### src/rtl/data_nxn_transform.sv
// N x N element-matrix permutation (pass / transpose / rotate CW / rotate CCW)
// feeding a 2-entry output FIFO with valid/ready back-pressure on both sides.
module data_nxn_transform #(
  parameter int unsigned W     = 8,
  parameter int unsigned N     = 4,
  parameter int unsigned CNT_W = 16
) (
  input  logic               clk,
  input  logic               rst,
  input  logic               in_valid,
  output logic               in_ready,
  input  logic [N*N*W-1:0]   in_data,
  input  logic [1:0]         in_mode,
  output logic               out_valid,
  input  logic               out_ready,
  output logic [N*N*W-1:0]   out_data,
  output logic [CNT_W-1:0]   beat_cnt
);

  localparam int unsigned D = N * N * W;

  wire  [D-1:0] w_perm;
  logic         w_accept;
  logic         w_release;

  logic [D-1:0]     r_mem [2];
  logic             r_wptr;
  logic             r_rptr;
  logic [1:0]       r_count;
  logic [CNT_W-1:0] r_beat_cnt;

  // Permutation network: each output element selects one of four fixed sources.
  for (genvar r = 0; r < N; r++) begin : g_row
    for (genvar c = 0; c < N; c++) begin : g_col
      localparam int unsigned DST = r * N + c;
      localparam int unsigned TRN = c * N + r;
      localparam int unsigned RCW = (N - 1 - c) * N + r;
      localparam int unsigned RCC = c * N + (N - 1 - r);
      assign w_perm[DST*W +: W] = (in_mode == 2'b00) ? in_data[DST*W +: W] :
                                  (in_mode == 2'b01) ? in_data[TRN*W +: W] :
                                  (in_mode == 2'b10) ? in_data[RCW*W +: W] :
                                                       in_data[RCC*W +: W];
    end
  end

  assign w_accept  = in_valid && in_ready;
  assign w_release = out_valid && out_ready;

  // FIFO storage, pointers, occupancy and accepted-beat counter.
  always_ff @(posedge clk or posedge rst) begin
    if (rst) begin
      r_mem[0]   <= '0;
      r_mem[1]   <= '0;
      r_wptr     <= 1'b0;
      r_rptr     <= 1'b0;
      r_count    <= 2'd0;
      r_beat_cnt <= '0;
    end else begin
      if (w_accept) begin
        r_mem[r_wptr] <= w_perm;
        r_wptr        <= ~r_wptr;
        r_beat_cnt    <= r_beat_cnt + CNT_W'(1);
      end
      if (w_release) begin
        r_rptr <= ~r_rptr;
      end
      case ({w_accept, w_release})
        2'b10:   r_count <= r_count + 2'd1;
        2'b01:   r_count <= r_count - 2'd1;
        default: r_count <= r_count;
      endcase
    end
  end

  // Handshake flags decode occupancy only, so out_ready never reaches in_ready.
  assign in_ready  = (r_count != 2'd2);
  assign out_valid = (r_count != 2'd0);
  assign out_data  = r_mem[r_rptr];
  assign beat_cnt  = r_beat_cnt;

endmodule

### config.mk
export PLATFORM = sky130hd
export DESIGN_NAME = data_nxn_transform
export DESIGN_NICKNAME = d
export VERILOG_FILES = /design/src/rtl/data_nxn_transform.sv
export SDC_FILE = /design/constraint.sdc
export NUM_CORES = 1
export LEC_CHECK = 0
export CELL_PAD_IN_SITES_DETAIL_PLACEMENT = 0
export CELL_PAD_IN_SITES_GLOBAL_PLACEMENT = 1
export CORE_MARGIN = 5
export CORE_UTILIZATION = 25
export DETAILED_ROUTE_END_ITERATION = 10
export PLACE_DENSITY = 0.56
export SYNTH_ARGS = -nofsm -noshare
export SYNTH_HDL_FRONTEND = slang
export SYNTH_SLANG_ARGS = --single-unit
### constraint.sdc
create_clock -name clk -period 34.9 [get_ports clk]
set_clock_uncertainty 0.2 [all_clocks]
set_input_delay 10.47 -clock clk [delete_from_list [all_inputs] [get_ports clk]]
set_output_delay 10.47 -clock clk [all_outputs]
set_load 0.02 [all_outputs]
Word level (Yosys, flattened, before mapping). Index checks and enable logic that the tools add are counted.

Output and inout bits: 146. Word-level logic and storage cells: 82. Bits of input ports: 134. Flip-flop bits (word level): 276.

Eq/ne operators: 5. Add/sub/neg operators: 3. Mux-type cells: 55. Magnitude comparators: 3. Reduce and logical (&&, ||, !) cells: 6. Bitwise operators: 4.

Operators with widths (count): 2-to-1 mux 128 bit (4); 2-to-1 mux 8 bit (48); bitwise mux 256 bit (1); demux 128 bit (select 1 bit) (1); adder 16 x 1 -> 16 bit, second input constant (1); == test 2 x 1 -> 1 bit, second input constant (2); == test 2 bit, second input constant (2); greater-or-equal comparator 2 bit, second input constant (2); NOT 1 -> 2 bit (2); one-hot mux 2 bit (2 select lines) (1); nonzero test 2 bit (2); logical AND 1 bit (3); adder 2 x 1 -> 2 bit, second input constant (1); zero test 2 bit (1); less-than comparator 2 x 1 -> 1 bit, second input constant (1); inequality test 2 bit, second input constant (1); NOT 1 bit (2); subtractor 2 x 1 -> 2 bit, second input constant (1).

Depth between registers and ports, before layout.
Word-level depth: 6. Mapped depth: 8. Mapped depth without buffers: 8.

Worst setup path before layout. Ideal clock, no wire load.

Kind: register -> output. Start: register r_rptr. End: output out_data[121]. Arrival: 1.342 ns. Cell stages (with the launch flop): 4. Setup slack: 22.888 ns. Buffers on the path: 2. Path through: dfrtp_1 > clkbuf_1 > buf_2 > mux2_2.

Cells in the longest elaborated chain, start to end: 4.

Ends and longest elaborated chain: start, declared (line 28) `logic r_rptr;`; start signal, assigned (line 65) `r_rptr <= ~r_rptr;`; NOT 1 -> 2 bit (not written as such) (line 78) `assign out_data = r_mem[r_rptr];`; 2-to-1 mux 128 bit (not written as such) (3 in series) (line 78); end, declared (line 16) `output logic [N*N*W-1:0] out_data,`.

Every way passes these cells. The select of a mux whose other input is x is not followed.

Worst setup path after layout.
Start: register r_rptr. End: output out_data[52].

The elaborated chain is that of the path after synthesis.

==> flow_metrics.env <==
export IMPL_root_buffer="clkbuf_16"
export IMPL_dr_pass1_iters=4
export IMPL_synth_edf_count=0
export IMPL_synthesis_area_um2=14800
export IMPL_grt_pass1_vias=10514
export IMPL_path_max_fanout=46
export IMPL_grt_remaining_overflow=0
export IMPL_grt_usage_pct=14.1
export IMPL_hpwl_mm=33.0
export IMPL_met3_length_mm=2.93
export IMPL_drc_errors=0
export IMPL_ys_warn_count=0
export IMPL_synth_top_cell_area_share_pct=46.6
export IMPL_period_share_pct=41.4
export IMPL_wl_per_cell_um=21.7
export IMPL_wirelength_mm=46.3
export IMPL_io_pins=280
export IMPL_tightest_slew_ps=1040
export IMPL_num_vias=9840
export IMPL_hold_slack_ps=273
export IMPL_worstSkewPairLatency_ps=540
export IMPL_cts_sinks=276
export IMPL_die_w_um=254
export IMPL_setup_viol=0
export IMPL_relSlewSlack_pct=30.8
export IMPL_crit_arrival_ps=3780
export IMPL_cp_startpoint="r_rptr$_DFFE_PP0P_"
export IMPL_ys_top_cells_by_count="dfrtp_1, mux2_2, nand2_1, mux2i_1, o21ai_0"
export IMPL_ant_nets=0
export IMPL_p_leak_nw=8.02
export IMPL_top_layer="met5"
export IMPL_placed_area_um2=18200
export IMPL_start_kind="flop"
export IMPL_dieArea_um2=64300
export IMPL_hold_violations=0
export IMPL_worst_setup_path_type="flop to primary output"
export IMPL_layout_drive_gt1_share_pct=30.7
export IMPL_io_buffers=279
export IMPL_tritoncts="built"
export IMPL_place_congestion=0.777
export IMPL_core_area_um2=58900
export IMPL_grt_setup_unrepaired="no"
export IMPL_final_area_um2=19400
export IMPL_clk_pin_slew_worst_paths_ps=50
export IMPL_grt_max_degree=162
export IMPL_crit_required_ps=24230
export IMPL_initial_core_util_pct=25.2
export IMPL_cts_resized_gates=0
export IMPL_cap_violations=0
export IMPL_final_min_clock_period_ps=14450
export IMPL_fmaxAchievable_mhz=69.2
export IMPL_syn_to_final_growth_pct=30.6
export IMPL_post_synth_top_count_cell="dfrtp_1"
export IMPL_met1Wirelength_mm=20.2
export IMPL_reg2reg_from="r_count[0]$_DFFE_PP0P_"
export IMPL_ys_flop_type="dfrtp_1"
export IMPL_clk_path_buf_depth=3
export IMPL_drt_iter0_drc=377
export IMPL_ys_types=30
export IMPL_finalNetCount=1472
export IMPL_grt_pass1_wl_mm=69.3
export IMPL_status="finished clean"
export IMPL_slew_violations=0
export IMPL_rows=89
export IMPL_endpoint_kind="primary output"
export IMPL_synth_seq_area_share_pct=46.6
export IMPL_numCtsBuffers=37
export IMPL_reg2regPathDepth=5
export IMPL_post_cts_buffers=0
export IMPL_netlist_instances=1090
export IMPL_die_height_um=254
export IMPL_fin_tns_setup_ps=0
export IMPL_drt_vias_per_instance=4.60
export IMPL_synth_nets=1226
export IMPL_p_per_area_nw_per_um2=95.9
export IMPL_yosys_top_cells_area="dfrtp_1, mux2_2, mux4_2, mux2i_1, mux2_4"
export IMPL_dr_wl_met2_mm=22.2
export IMPL_htree_levels=2
export IMPL_async_flop_share_pct=100
export IMPL_synth_seq_cells=276
export IMPL_antenna_found_initial=8
export IMPL_vdd_drop_max_v=0.0000601
export IMPL_hold_path_class="flop to flop"
export IMPL_cts_hold_buf=0
export IMPL_synth_largest_area_cell="dfrtp_1"
export IMPL_syn_area_per_cell_um2=13.6
export IMPL_hold_depth=2
export IMPL_min_from="r_mem[125]$_DFFE_PP0P_"
-- sequential cells by signal (all words and copies together), names as in the netlist --
name and count:
r_mem 256, beat_cnt 16, r_count 2, r_rptr 1, r_wptr 1
-- where the power goes --
part | internal [mW] | total (mW) | switching [mW]
registers | 0.479 | 0.580 | 0.101
clock network | 0.223 | 0.372 | 0.148
logic | 0.481 | 0.906 | 0.425
-- worst paths after layout --
check / endpoint / slack [ps]
worst max-delay path: out_data[52] / 20450
worst min-delay path: r_mem[125]$_DFFE_PP0P_ / 270
worst max register to register: r_mem[115]$_DFFE_PP0P_ / 31960
worst min register to register: r_mem[125]$_DFFE_PP0P_ / 270
max in group asynchronous: r_mem[126]$_DFFE_PP0P_ / 22790
min in group asynchronous: r_mem[198]$_DFFE_PP0P_ / 10250
-- stage by stage --
step,total power [mW],cells,util (%),setup slack (ps)
2_1_floorplan,1.12,1090,-,16620
3_3_place_gp,1.50,2070,30.9,20970
3_5_place_dp,1.51,2070,30.9,20940
4_1_cts,1.90,2136,32.9,20310
5_1_grt,1.97,2136,32.9,20240
6_report,1.86,2138,32.9,20450
-- cell families (layout without fill, tap and decap cells) --
logic type / after synthesis / count (layout) / synth area share (%)
other: 0 / 2 / 0
multiplexers: 481 / 481 / 41.4
AND/OR/NAND/NOR: 131 / 131 / 3.80
AO/OA/AOI/OAI: 96 / 96 / 3.24
XOR/XNOR: 19 / 19 / 1.12
buffers and inverters: 85 / 358 / 3.68
adder cells (fa/ha/maj): 2 / 2 / 0.169
flip-flops: 276 / 276 / 46.6
-- worst max-delay path, stage by stage, from the launching register on --
cell and delay (ps):
dfrtp_4 900, buf_4 690, buf_4 580, mux2_2 410
clkdlybuf4s50_1 550
-- routing by layer --
metal  global-route usage [%]  up-vias
met3                     4.03       62
met1                     18.4     5007
li1                         -     4501
met2                     23.4      256
met5                        0        -
met4                     3.44       14
-- cell type report --
cell class	instances	area (µm²)
Timing Repair Buffer	288	2890
Multi-Input combinational cell	729	7390
Clock inverter	16	151
Tap cell	773	967
Fill cell	5840	39500
Sequential cell	276	6910
Inverter	4	22.5
Clock buffer	50	1030
Antenna cell	2	5.00
-- cell usage in the layout, fill, tap and decap left out, drive strengths merged --
master	count
nand4	8
nand2	105
o21ai	96
ha	2
clkdlybuf4s50	277
nor3b	1
xnor2	14
clkinvlp	4
buf	11
nor3	4
nand3b	1
nand3	3
nor2	1
mux2i	96
diode	2
inv	6
clkbuf	50
nor2b	1
xor2	5
clkinv	8
and3	2
and2	3
bufinv	2
mux4	64
or3b	1
dfrtp	276
or2	1
mux2	321
(Power assumes the default switching activity.)
